==> src/rtl/load_store_unit.sv <==
// RV32I load/store unit: one request at a time, one 32-bit word per bus beat.
// Define LSU_MISALIGNED_EN to split word-crossing accesses into two beats.
module load_store_unit (
    input  logic        clk,
    input  logic        rst,
    input  logic        req_valid,
    output logic        req_ready,
    input  logic        is_store,
    input  logic [2:0]  funct3,
    input  logic [31:0] addr,
    input  logic [31:0] wdata,
    output logic        resp_valid,
    output logic [31:0] rdata,
    output logic        access_err,
    output logic        bus_req,
    output logic        bus_we,
    output logic [31:0] bus_addr,
    output logic [3:0]  bus_wstrb,
    output logic [31:0] bus_wdata,
    input  logic        bus_ack,
    input  logic [31:0] bus_rdata
);

    typedef enum logic [1:0] {IDLE, BEAT0, BEAT1, RESP} state_t;

    state_t      state;
    logic        store_q;
    logic        split_q;
    logic [2:0]  funct3_q;
    logic [1:0]  off_q;
    logic [3:0]  hi_strb;
    logic [31:0] hi_wdata;
    logic [31:0] lo_word;

    logic        half;
    logic        word;
    logic        size_ok;
    logic        align_ok;
    logic        legal;
    logic        split;
    logic [7:0]  st_strb;
    logic [63:0] st_data;
    logic [63:0] ld_cat;
    logic [31:0] ld_sel;
    logic [31:0] ld_ext;

    always_comb begin
        half    = (funct3[1:0] == 2'b01);
        word    = (funct3[1:0] == 2'b10);
        size_ok = is_store ? (funct3 <= 3'b010)
                           : (funct3 != 3'b011 && funct3[2:1] != 2'b11);
`ifdef LSU_MISALIGNED_EN
        align_ok = 1'b1;
        split    = (half && addr[1:0] == 2'b11)
                || (word && addr[1:0] != 2'b00);
`else
        align_ok = !(half && addr[0])
                && !(word && addr[1:0] != 2'b00);
        split    = 1'b0;
`endif
        legal = size_ok && align_ok;
    end

    // Lanes are laid out over two words; the upper word is used only by split accesses.
    always_comb begin
        st_strb = 8'h00;
        st_data = 64'h0;
        case (funct3[1:0])
            2'b00: begin
                st_strb = 8'b0000_0001 << addr[1:0];
                st_data = {32'h0, {4{wdata[7:0]}}};
            end
            2'b01: begin
                st_strb = 8'b0000_0011 << addr[1:0];
                st_data = {48'h0, wdata[15:0]} << {addr[1:0], 3'b000};
            end
            2'b10: begin
                st_strb = 8'b0000_1111 << addr[1:0];
                st_data = {32'h0, wdata} << {addr[1:0], 3'b000};
            end
            default: begin
                st_strb = 8'h00;
                st_data = 64'h0;
            end
        endcase
    end

    always_comb begin
        ld_cat = (state == BEAT1) ? {bus_rdata, lo_word}
                                  : {32'h0, bus_rdata};
        ld_sel = 32'(ld_cat >> {off_q, 3'b000});
        case (funct3_q)
            3'b000:  ld_ext = {{24{ld_sel[7]}}, ld_sel[7:0]};
            3'b001:  ld_ext = {{16{ld_sel[15]}}, ld_sel[15:0]};
            3'b100:  ld_ext = {24'h0, ld_sel[7:0]};
            3'b101:  ld_ext = {16'h0, ld_sel[15:0]};
            default: ld_ext = ld_sel;
        endcase
    end

    always_ff @(posedge clk) begin
        if (rst) begin
            state      <= IDLE;
            req_ready  <= 1'b1;
            resp_valid <= 1'b0;
            rdata      <= 32'h0;
            access_err <= 1'b0;
            bus_req    <= 1'b0;
            bus_we     <= 1'b0;
            bus_addr   <= 32'h0;
            bus_wstrb  <= 4'h0;
            bus_wdata  <= 32'h0;
            store_q    <= 1'b0;
            split_q    <= 1'b0;
            funct3_q   <= 3'b000;
            off_q      <= 2'b00;
            hi_strb    <= 4'h0;
            hi_wdata   <= 32'h0;
            lo_word    <= 32'h0;
        end else begin
            unique case (state)
                IDLE: begin
                    if (req_valid) begin
                        req_ready <= 1'b0;
                        store_q   <= is_store;
                        funct3_q  <= funct3;
                        off_q     <= addr[1:0];
                        split_q   <= split;
                        if (legal) begin
                            state     <= BEAT0;
                            bus_req   <= 1'b1;
                            bus_we    <= is_store;
                            bus_addr  <= {addr[31:2], 2'b00};
                            bus_wstrb <= is_store ? st_strb[3:0] : 4'h0;
                            bus_wdata <= is_store ? st_data[31:0] : 32'h0;
                            hi_strb   <= is_store ? st_strb[7:4] : 4'h0;
                            hi_wdata  <= is_store ? st_data[63:32] : 32'h0;
                        end else begin
                            state      <= RESP;
                            resp_valid <= 1'b1;
                            access_err <= 1'b1;
                            rdata      <= 32'h0;
                        end
                    end
                end
                BEAT0, BEAT1: begin
                    if (bus_ack) begin
                        if (state == BEAT0 && split_q) begin
                            state     <= BEAT1;
                            lo_word   <= bus_rdata;
                            bus_addr  <= bus_addr + 32'd4;
                            bus_wstrb <= hi_strb;
                            bus_wdata <= hi_wdata;
                        end else begin
                            state      <= RESP;
                            bus_req    <= 1'b0;
                            bus_we     <= 1'b0;
                            bus_addr   <= 32'h0;
                            bus_wstrb  <= 4'h0;
                            bus_wdata  <= 32'h0;
                            resp_valid <= 1'b1;
                            access_err <= 1'b0;
                            rdata      <= store_q ? 32'h0 : ld_ext;
                        end
                    end
                end
                RESP: begin
                    state      <= IDLE;
                    req_ready  <= 1'b1;
                    resp_valid <= 1'b0;
                    access_err <= 1'b0;
                    rdata      <= 32'h0;
                end
                default: state <= IDLE;
            endcase
        end
    end

endmodule

==> config.mk <==
export PLATFORM = sky130hd
export DESIGN_NAME = load_store_unit
export DESIGN_NICKNAME = d
export VERILOG_FILES = /design/src/rtl/load_store_unit.sv
export SDC_FILE = /design/constraint.sdc
export NUM_CORES = 1
export LEC_CHECK = 0
export CAP_MARGIN = 20
export CORE_ASPECT_RATIO = 1.5
export CORE_UTILIZATION = 41
export CTS_BUF_LIST = sky130_fd_sc_hd__clkbuf_8
export DETAILED_ROUTE_END_ITERATION = 12
export GPL_TIMING_DRIVEN = 0
export HOLD_SLACK_MARGIN = 0.08
export PLACE_DENSITY = 0.79
export SLEW_MARGIN = 25
export SYNTH_ARGS = -nofsm -noshare
export SYNTH_HDL_FRONTEND = slang
export SYNTH_SLANG_ARGS = --single-unit
==> constraint.sdc <==
create_clock -name clk -period 2.1 [get_ports clk]
set_input_delay 0.42 -clock clk [delete_from_list [all_inputs] [get_ports clk]]
set_output_delay 0.42 -clock clk [all_outputs]
set_load 0.01 [all_outputs]
# After elaboration in Yosys (flattened, before gate mapping)
# Cells that the tools add are included.
# totals
reg_bits	113
input_bits	104
out_inout_bits	105
wordCells	94
# classes
n_lt_le_gt_ge	1
eq_ne	14
shift	6
mux	41
reduce_logical	19
# ops
cell	count
2-to-1 mux 32 bit	10
case mux 32 bit (3 select lines)	2
case mux 32 bit (2 select lines)	2
case mux 32 bit (4 select lines)	1
2-to-1 mux 64 bit	1
right shift 64 x 5 -> 32 bit	1
<< shifter 16 x 5 -> 32 bit	1
<< shifter 32 x 5 -> 32 bit	1
2-to-1 mux 4 bit	4
case mux 4 bit (3 select lines)	1
2-to-1 mux 1 bit	10
!= test 2 bit, second input constant	5
case mux 4 bit (2 select lines)	1
equality test 2 bit, second input constant	3
equality test 3 bit, second input constant	2
2-to-1 mux 2 bit	3
case mux 1 bit (2 select lines)	3
case mux 1 bit (3 select lines)	2
case mux 2 bit (3 select lines)	1
AND reduction 2 bit	3
nonzero test 2 bit	3
logical AND 1 bit	5
equality test 2 x 1 -> 1 bit, second input constant	2
zero test 2 bit	2
11 further kinds	12

# Depth between registers and ports, before layout
# Gate-level depths: netlist of run 1.
# depth
word_depth	8
ltp_mapped	10
mapped_depth_nobuf	7

# Worst setup path after synthesis of run 1
# Ideal clock, no wire load.
# synth_path
kind	register to register
start	register state[0]
end	register rdata[31]
setup_time_ps	119
arrival_time_ps	1891
required_ps	1981
path_slack_ps	90
stages_incl_launch_ff	10
n_path_buf	2
synth_period_minus_slack_ps	2010
cell_sequence	dfxtp_1 > inv_1 > ha_1 > clkbuf_1 > nor2_1 > a211oi_1 > nor3_1 > o21ai_2 > buf_6 > o2bb2ai_2
# synth_between
elab_chain_cells	7
word_cells_on_any_way	15
cone_classes	6 x eq/ne; 1 x shift; 5 x mux; 3 x reduce/logical
# synth_rtl
item	line_no	source
start, declared	26	state_t state;
start signal, assigned	103	state <= IDLE;
start signal, assigned	130	state <= BEAT0;
start signal, assigned	139	state <= RESP;
equality test 2 bit	89, 121	
2-to-1 mux 64 bit	89	ld_cat = (state == BEAT1) ? {bus_rdata, lo_word}
right shift 64 x 5 -> 32 bit	91	ld_sel = 32'(ld_cat >> {off_q, 3'b000});
case mux 32 bit (4 select lines)	92	case (funct3_q)
2-to-1 mux 32 bit	163	rdata <= store_q ? 32'h0 : ld_ext;
2-to-1 mux 32 bit	147	if (bus_ack) begin
case mux 32 bit (3 select lines)	121	unique case (state)
end signal, assigned	163	
end, declared	13	output logic [31:0] rdata,
# Parallel ways exist; a longest one is shown, timed or not. The select of a mux whose other input is x is not followed.
# A chain may end at the register's enable or synchronous reset.

# Worst setup path in the final report of run 1
# layout_path
start	register off_q[0]
end	register rdata[13]
# layout_between
elab_chain_cells	5
# layout_rtl
item	line_no	source
start, declared	30	logic [1:0] off_q;
start signal, assigned	127	off_q <= addr[1:0];
right shift 64 x 5 -> 32 bit	91	
case mux 32 bit (4 select lines)	92	
2-to-1 mux 32 bit	163	
2-to-1 mux 32 bit	147	
case mux 32 bit (3 select lines)	121	
# No other way between the ends. The select of a mux whose other input is x is not followed.

==> flow_metrics.env, run 1 <==
export IMPL_cpLargestDelayFamily="buffers and inverters"
export IMPL_syn_avg_cell_area_um2=9.129
export IMPL_grt_pass1_vias=5310
export IMPL_syn2layout_area_growth_pct=48.38
export IMPL_final_min_clock_period_ns=2.057
export IMPL_synth_enable_flop_cells=0
export IMPL_place_gp_congestion=0.9303
export IMPL_grt_antenna_before_repair=0
export IMPL_slowest_stage="mux2i_1"
export IMPL_outcome="finished, final reports clean"
export IMPL_critPathBufInv=2
export IMPL_layout_nets=932
export IMPL_hp_start="funct3[1]"
export IMPL_cp_start_kind="flip-flop"
export IMPL_maxCapViolations=0
export IMPL_max_slew_margin_pct=62.63
export IMPL_overflow=0
export IMPL_drtAntennaViolNets=0
export IMPL_die_w_um=95.98
export IMPL_grt_max_degree=22
export IMPL_cpPeakStageDelay_ns=0.48
export IMPL_core_um2=12950
export IMPL_clk_latency_ns=0.38
export IMPL_endpoint_kind="flip-flop"
export IMPL_drt_iter0_drc=243
export IMPL_ys_seq_elements=111
export IMPL_multi_input_area_um2=2978
export IMPL_holdPathStages=3
export IMPL_cts_root_buffer="clkbuf_8"
export IMPL_reg2reg_depth=5
export IMPL_powerDensity_nw_per_um2=892.1
export IMPL_arrival_ns=2.35
export IMPL_final_setup_skew_ns=0.01066
export IMPL_cts_sinks=111
export IMPL_num_rows=51
export IMPL_ys_async_sr_fraction_pct=0
export IMPL_cp_depth=5
export IMPL_numCtsBuffers=9
export IMPL_p_leak_nw=2.965
export IMPL_worstMarginPinSlew_ns=0.5606
export IMPL_n_antenna_cell=0
export IMPL_drive_above_1_share_pct=12.88
export IMPL_synthTopCellsByArea="dfxtp_1, a22o_1, nand2_1"
export IMPL_total_power_mw=7.189
export IMPL_cts_hold_buffers=0
export IMPL_placed_area_um2=7676
export IMPL_yosysTopAreaCell="dfxtp_1"
export IMPL_die_h_um=143.0
export IMPL_netlist_area_leader_share_pct=40.91
export IMPL_path_cells="buf_2, buf_1, mux2i_1, o311ai_0, a22o_1"
export IMPL_cts_tree="built"
export IMPL_worstReg2RegStart="off_q[0]"
export IMPL_grt_pass1_wl_um=28280
export IMPL_hpwl_um=15030
export IMPL_min_period_over_period_pct=97.97
export IMPL_startpoint="off_q[0]"
export IMPL_synth_cell_types=50
export IMPL_htree_levels=3
export IMPL_final_cell_area_um2=8059
export IMPL_vias=5605
export IMPL_start_util_pct=41.93
export IMPL_setup_viol=0
export IMPL_dieArea_um2=13720
export IMPL_ios=209
export IMPL_via_per_inst=5.708
export IMPL_crit_type="flip-flop to flip-flop"
export IMPL_syn_inst=595
export IMPL_max_freq_mhz=486.1
export IMPL_port_buffers=204
export IMPL_finalHoldViolations=0
export IMPL_synthFlopType="dfxtp_1"
export IMPL_yosysSeqAreaShare_pct=40.91
export IMPL_drcViolationCount=0
export IMPL_cts_max_path_buffers=2
export IMPL_critPathMaxFanout=10
export IMPL_worstPathRequired_ns=2.39
export IMPL_drv_slew=0
export IMPL_final_common_cell="clkdlybuf4s50_1"
export IMPL_regArea_um2=2225
export IMPL_wl_per_cell_um=19.63
export IMPL_hp_class="primary input to flip-flop"
export IMPL_syn_area_um2=5431
export IMPL_n_fill_cell=1104
export IMPL_routed_wl_um=19280
export IMPL_drtPass1Iterations=5
export IMPL_clkTransAtPathRegs_ns=0.11
export IMPL_ir_drop_v=0.0005109
export IMPL_layout_common_cells="clkdlybuf4s50_1, dfxtp_1, nand2_1"
export IMPL_synth_warning_count=0
export IMPL_grt_use_total_pct=27.48
## routing by layer
metal,wire [um],track usage [%]
met1,6919,29.07
met5,0,0
met4,951,14.53
met3,1543,5.485
met2,9866,50.00
## per-stage QoR
step / TNS [ns] / util [%] / std cells / hold slack [ns] / setup WS, ns
after global placement: -76.33 / 59.26 / 959 / 0.4410 / -0.8586
after CTS: 0 / 61.91 / 981 / 0.3608 / 0.009041
after global routing: -0.003256 / 62.21 / 982 / 0.3658 / -0.003256
final: 0 / 62.21 / 982 / 0.3736 / 0.04266
after detailed placement: -79.05 / 59.26 / 959 / 0.4457 / -0.8695
after floorplan: 0 / - / 596 / 0.4446 / 0.09008
## worst register-to-register path, cell delays in order (launching register included)
cell      delay, ns
dfxtp_1        0.32
buf_2          0.22
buf_1          0.47
mux2i_1        0.48
o311ai_0       0.24
a22o_1         0.25
## synth_stat cells, types with 5 or more instances
master,instances
a32oi_1,13
buf_6,5
o21ai_0,35
o311ai_0,7
buf_4,6
a21o_1,6
ha_1,10
o2bb2ai_1,6
nand2b_1,9
o2bb2ai_2,10
nand2_1,71
mux2_2,17
inv_1,9
a22oi_1,25
nor2_1,22
nor3b_1,7
a211oi_1,8
mux2i_1,19
buf_1,6
a22o_1,53
clkbuf_1,27
a21oi_1,27
nand3_1,15
dfxtp_1,111
o21ai_1,22
nor2b_1,8
buf_2,9
## repair_timing
action,4_1_cts,5_1_grt
pin swaps,3,3
endpoints found under the hold margin,0,0
resized for setup,36,17
endpoints found under the setup margin,102,102
setup buffers,7,2
## registers in the layout (all words and copies together), names as in the netlist
register,cells
bus_req,1
rdata,32
state,2
resp_valid,1
access_err,1
off_q,2
store_q,1
bus_addr,30
funct3_q,3
bus_wstrb,4
req_ready,1
bus_we,1
bus_wdata,32
## worst paths after layout
kind | endpoint | slack [ns]
setup / recovery | rdata[13] | 0.04
hold / removal | funct3_q[1] | 0.37
setup reg to reg | rdata[13] | 0.04
hold reg to reg | bus_wdata[9] | 0.46
## cells by family (layout without fill, tap and decap cells)
family,count (synthesis),count (layout),synth area share [%]
AOI/OAI and AO/OA,228,228,31.44
adders and majority gates,10,10,2.304
buffers and inverters,64,291,5.736
DFF,111,111,40.91
muxes,36,36,7.026
other,1,2,0.06904
and+or+nand+nor,145,145,12.51
## where the power goes
part           switching (mW)  leakage, nW  internal, mW
registers               0.207        0.900          2.42
logic                    1.72         1.97          1.55
clock network           0.830       0.0975         0.469
total                    2.75         2.96          4.44
## final cells by class
| type | count | area share (%) |
|---|---|---|
| buffer | 51 | 3.664 |
| clock buffer | 9 | 1.537 |
| clock inverter | 7 | 0.9626 |
| inverter | 11 | 0.5123 |
| multi-input combinational | 421 | 36.95 |
| sequential | 111 | 27.60 |
| tap | 159 | 2.469 |
| timing repair buffer | 213 | 26.30 |
Power figures use the tool's default switching activity.
==> run 2: changes to the inputs <==
--- a/config.mk
+++ b/config.mk
@@ -12,7 +12,8 @@
 export DETAILED_ROUTE_END_ITERATION = 12
 export GPL_TIMING_DRIVEN = 0
 export HOLD_SLACK_MARGIN = 0.08
-export PLACE_DENSITY = 0.79
+export PLACE_DENSITY = 0.78
+export RECOVER_POWER = 25
 export SLEW_MARGIN = 25
 export SYNTH_ARGS = -nofsm -noshare
 export SYNTH_HDL_FRONTEND = slang
==> run 2 against run 1 <==
The run now ends with negative setup slack left. Largest power group unchanged. Critical endpoint is now rdata[10]. Design area grew 1.2%. Fmax shrank 3.8%. First-iteration DRC count up 35%. Flip-flop and latch count is the same. Global-route usage fell by 0.98 points.
==> flow_metrics.env, run 2 (synthesized netlist as in run 1, its figures left out) <==
export IMPL_outcome="finished with violations"
export IMPL_violations="negative setup slack"
export IMPL_drcViolationCount=0
export IMPL_drtPass1Iterations=5
export IMPL_setup_viol=1
export IMPL_cpPeakStageDelay_ns=0.53
export IMPL_cts_sinks=111
export IMPL_final_cell_area_um2=8159
export IMPL_ios=209
export IMPL_layout_common_cells="clkdlybuf4s50_1, dfxtp_1, nand2_1"
export IMPL_die_h_um=143.0
export IMPL_slowest_stage="mux2i_1"
export IMPL_num_rows=51
export IMPL_grt_use_total_pct=26.50
export IMPL_max_slew_margin_pct=58.05
export IMPL_rsz0062_at_grt="yes"
export IMPL_worstMarginPinSlew_ns=0.6293
export IMPL_worstReg2RegStart="off_q[0]"
export IMPL_drt_iter0_drc=329
export IMPL_clk_latency_ns=0.38
export IMPL_worstPathRequired_ns=2.38
export IMPL_n_antenna_cell=0
export IMPL_path_cells="buf_2, buf_1, mux2i_1, o311ai_0, a22o_1"
export IMPL_maxCapViolations=0
export IMPL_drtAntennaViolNets=0
export IMPL_final_min_clock_period_ns=2.140
export IMPL_arrival_ns=2.42
export IMPL_core_um2=12950
export IMPL_die_w_um=95.98
export IMPL_clkTransAtPathRegs_ns=0.11
export IMPL_p_leak_nw=3.151
export IMPL_placed_area_um2=7676
export IMPL_drv_slew=0
export IMPL_dpl_cell_count=959
export IMPL_cp_start_kind="flip-flop"
export IMPL_cts_root_buffer="clkbuf_8"
export IMPL_powerDensity_nw_per_um2=900.6
export IMPL_top_regs="bus_wdata (32), rdata (32), bus_addr (30)"
export IMPL_min_period_over_period_pct=101.9
export IMPL_grt_antenna_before_repair=0
export IMPL_vias=5658
export IMPL_hp_start="funct3[0]"
export IMPL_hpwl_um=14450
export IMPL_htree_levels=3
export IMPL_hold_slack_ns=0.3353
export IMPL_endpoint_kind="flip-flop"
export IMPL_finalNonFillerCells=983
export IMPL_crit_type="flip-flop to flip-flop"
export IMPL_ir_drop_v=0.0005460
export IMPL_critPathBufInv=2
export IMPL_max_freq_mhz=467.4
export IMPL_startpoint="off_q[0]"
export IMPL_wl_per_cell_um=19.04
export IMPL_start_util_pct=41.93
export IMPL_finalSetupTns_ns=-0.03958
export IMPL_final_common_cell="clkdlybuf4s50_1"
export IMPL_post_place_ws_ns=-0.8802
export IMPL_routed_wl_um=18720
export IMPL_finalHoldViolations=0
export IMPL_port_buffers=204
export IMPL_dieArea_um2=13720
export IMPL_cpLargestDelayFamily="buffers and inverters"
export IMPL_grt_pass1_vias=5503
export IMPL_final_util_pct=62.99
export IMPL_drive_above_1_share_pct=13.23
export IMPL_syn2layout_area_growth_pct=50.22
export IMPL_hp_class="primary input to flip-flop"
export IMPL_via_per_inst=5.756
export IMPL_grt_max_degree=21
export IMPL_layout_nets=933
export IMPL_overflow=0
export IMPL_final_setup_skew_ns=0.004134
export IMPL_total_power_mw=7.348
export IMPL_cts_max_path_buffers=2
export IMPL_cts_tree="built"
export IMPL_numCtsBuffers=9
export IMPL_grt_pass1_wl_um=27970
export IMPL_critPathMaxFanout=10
export IMPL_place_gp_congestion=1.011
export IMPL_worst_slack_ns=-0.03958
## run 2: layer usage
layer	GRT usage (%)	vias to the layer above	wire, um
met4	14.85	0	943
met5	0	-	0
met1	29.10	2635	6901
li1	-	2651	-
met2	46.80	317	9357
met3	5.005	55	1512
## run 2: tightest hold or removal path, cell delays in order
cell and delay [ns]:
buf_2 0.12, nand3_1 0.06, a21oi_1 0.06
## run 2: worst paths after layout
path,end,slack [ns],cells after the start
worst max-delay path,rdata[10],-0.04,5
worst min-delay path,funct3_q[0],0.34,3
worst max register to register,rdata[10],-0.04,5
worst min register to register,bus_wdata[20],0.46,2
## run 2: timing repair
action | CTS | global route
setup buffers | 4 | 4
pin swaps | 2 | 4
gates resized for setup | 40 | 23
endpoints found under the setup margin | 102 | 90
hold buffers | 0 | 0
cloned | 0 | 1
## run 2: cell type report
cell class              count  area, um2
fillers                  1124       4795
inverters                  11      41.29
multi-input cells         421       3027
well taps                 159      198.9
plain buffers              52      301.5
flip-flops and latches    111       2225
repair buffers            213       2130
clock buffers               9      123.9
clock inverters             7      112.6
## run 2: power breakdown
group / internal (mW) / leakage (nW) / switching [mW]
sequential: 2.42 / 0.900 / 0.197
combinational: 1.52 / 2.14 / 1.71
clock: 0.699 / 0.115 / 0.800
total: 4.64 / 3.15 / 2.71
==> run 3: changes to the inputs <==
--- a/config.mk
+++ b/config.mk
@@ -7,14 +7,14 @@
 export LEC_CHECK = 0
 export CAP_MARGIN = 20
 export CORE_ASPECT_RATIO = 1.5
-export CORE_UTILIZATION = 41
+export CORE_UTILIZATION = 35
 export CTS_BUF_LIST = sky130_fd_sc_hd__clkbuf_8
 export DETAILED_ROUTE_END_ITERATION = 12
 export GPL_TIMING_DRIVEN = 0
 export HOLD_SLACK_MARGIN = 0.08
-export PLACE_DENSITY = 0.78
+export PLACE_DENSITY = 0.68
 export RECOVER_POWER = 25
-export SLEW_MARGIN = 25
+export SLEW_MARGIN = 0
 export SYNTH_ARGS = -nofsm -noshare
 export SYNTH_HDL_FRONTEND = slang
 export SYNTH_SLANG_ARGS = --single-unit
==> run 3 against run 2 <==
The run now ends clean. Non-clock buffer count is 1 lower. Flip-flop and latch count unchanged. Critical path depth up 3. Die area up 17%. Sequential share of layout area shrank 0.10 points. Via count shrank 1.4%. Combinational power rose by 4%. Clock skew up 0.010 ns. Power increased by 0.87%.
==> flow_metrics.env, run 3 (synthesized netlist as in run 1, its figures left out) <==
export IMPL_setup_viol=0
export IMPL_crit_type="primary input to flip-flop"
export IMPL_core_um2=15140
export IMPL_hp_class="primary input to flip-flop"
export IMPL_die_h_um=154.6
export IMPL_final_min_clock_period_ns=2.009
export IMPL_finalHoldViolations=0
export IMPL_n_fill_cell=1378
export IMPL_endpoint_kind="flip-flop"
export IMPL_cts_max_path_buffers=2
export IMPL_cp_start_kind="primary input"
export IMPL_final_setup_skew_ns=0.01433
export IMPL_final_cell_area_um2=8199
export IMPL_layout_common_cells="clkdlybuf4s50_1, dfxtp_1, nand2_1"
export IMPL_cts_tree="built"
export IMPL_placed_area_um2=7726
export IMPL_worstMarginPinSlew_ns=0.5874
export IMPL_grt_pass1_wl_um=31020
export IMPL_cts_hold_buffers=0
export IMPL_critPathMaxFanout=6
export IMPL_arrival_ns=2.33
export IMPL_drtPass1Iterations=5
export IMPL_clkTransAtPathRegs_ns=0.12
export IMPL_ir_drop_v=0.0004711
export IMPL_regArea_um2=2227
export IMPL_drive_above_1_share_pct=13.49
export IMPL_htree_levels=3
export IMPL_hpwl_um=15140
export IMPL_vias=5579
export IMPL_syn2layout_area_growth_pct=50.96
export IMPL_via_per_inst=5.454
export IMPL_dpl_cell_count=999
export IMPL_routed_wl_um=19650
export IMPL_final_common_cell="clkdlybuf4s50_1"
export IMPL_worstPathRequired_ns=2.42
export IMPL_wl_per_cell_um=19.21
export IMPL_grt_pass1_vias=5677
export IMPL_numCtsBuffers=9
export IMPL_dieArea_um2=16030
export IMPL_outcome="finished, final reports clean"
export IMPL_min_period_over_period_pct=95.64
export IMPL_ios=209
export IMPL_drcViolationCount=0
export IMPL_place_gp_congestion=0.9350
export IMPL_num_rows=55
export IMPL_p_leak_nw=2.993
export IMPL_powerDensity_nw_per_um2=903.9
export IMPL_drtAntennaViolNets=0
export IMPL_cts_sinks=111
export IMPL_top_regs="bus_wdata (32), rdata (32), bus_addr (30)"
export IMPL_grt_max_degree=22
export IMPL_max_slew_margin_pct=60.84
export IMPL_die_w_um=103.7
export IMPL_start_util_pct=35.88
export IMPL_finalNonFillerCells=1023
export IMPL_max_freq_mhz=497.9
export IMPL_drt_iter0_drc=327
export IMPL_overflow=0
export IMPL_maxCapViolations=0
export IMPL_clk_latency_ns=0.38
export IMPL_grt_antenna_before_repair=1
export IMPL_layout_nets=932
export IMPL_grt_use_total_pct=24.34
export IMPL_drv_slew=0
export IMPL_port_buffers=204
export IMPL_cts_root_buffer="clkbuf_8"
export IMPL_multi_input_area_um2=3027
[run 3: cell types whose count changed in the layout (fill, tap and decap cells not counted), sizes merged]
cell	previous run	this run
dlygate4sd3	42	0
buf	37	36
diode	0	1
clkinv	3	7
inv	12	9
bufinv	2	1
clkdlybuf4s50	157	199
[run 3: stage by stage]
| stage | setup TNS (ns) | utilization, % | power, mW | hold WS [ns] | setup WS (ns) |
|---|---|---|---|---|---|
| after detailed placement | -80.26 | 51.03 | 5.686 | 0.4457 | -0.8882 |
| after floorplan | 0 | - | 4.351 | 0.4446 | 0.09008 |
| after CTS | 0 | 53.60 | 7.337 | 0.3850 | 0.0007634 |
| after global routing | -0.009726 | 54.14 | 7.842 | 0.3580 | -0.009726 |
| final | 0 | 54.16 | 7.412 | 0.3514 | 0.09146 |
| after global placement | -77.70 | 51.03 | 5.632 | 0.4408 | -0.8361 |
[run 3: critical path, stage by stage]
cell and delay (ns):
dlygate4sd2_1 0.29, or3b_1 0.39, and4_1 0.19, buf_6 0.14, a2111oi_4 0.40, o21ai_2 0.14, buf_4 0.19, o2bb2ai_1 0.14
[run 3: what timing repair did]
item / CTS / global route
endpoints found under the hold margin: 0 / 0
setup buffers: 6 / 3
pin swaps: 3 / 4
resized for setup: 41 / 27
endpoints found under the setup margin: 102 / 102
[run 3: report_power, final]
group	switching, mW	internal, mW	total (mW)
Combinational	1.76	1.61	3.37
Clock	0.823	0.591	1.41
Sequential	0.206	2.42	2.63
Total	2.79	4.62	7.41
[run 3: worst paths after layout]
kind / startpoint / endpoint / slack, ns / cells past startpoint
hold reg to reg: bus_wdata[29] / bus_wdata[29] / 0.46 / 2
setup / recovery: funct3[2] / rdata[21] / 0.09 / 8
hold / removal: funct3[0] / funct3_q[0] / 0.35 / 3
setup reg to reg: state[0] / bus_wdata[27] / 0.11 / 10
[run 3: per-layer routing]
layer	wire length [um]	global-route usage (%)	vias to the layer above
met2	9750	43.72	285
met3	1254	4.298	49
met4	831	11.63	0
met1	7811	27.85	2582
met5	0	0	-
li1	-	-	2663
[run 3: layout make-up]
class                      instances  area share, %
antenna                            1        0.03052
buffer                            51          3.723
clock buffer                       9          1.511
clock inverter                     7          1.282
inverter                          11         0.5494
multi-input combinational        421          36.91
sequential                       111          27.16
tap                              199          3.037
timing repair buffer             213          25.79
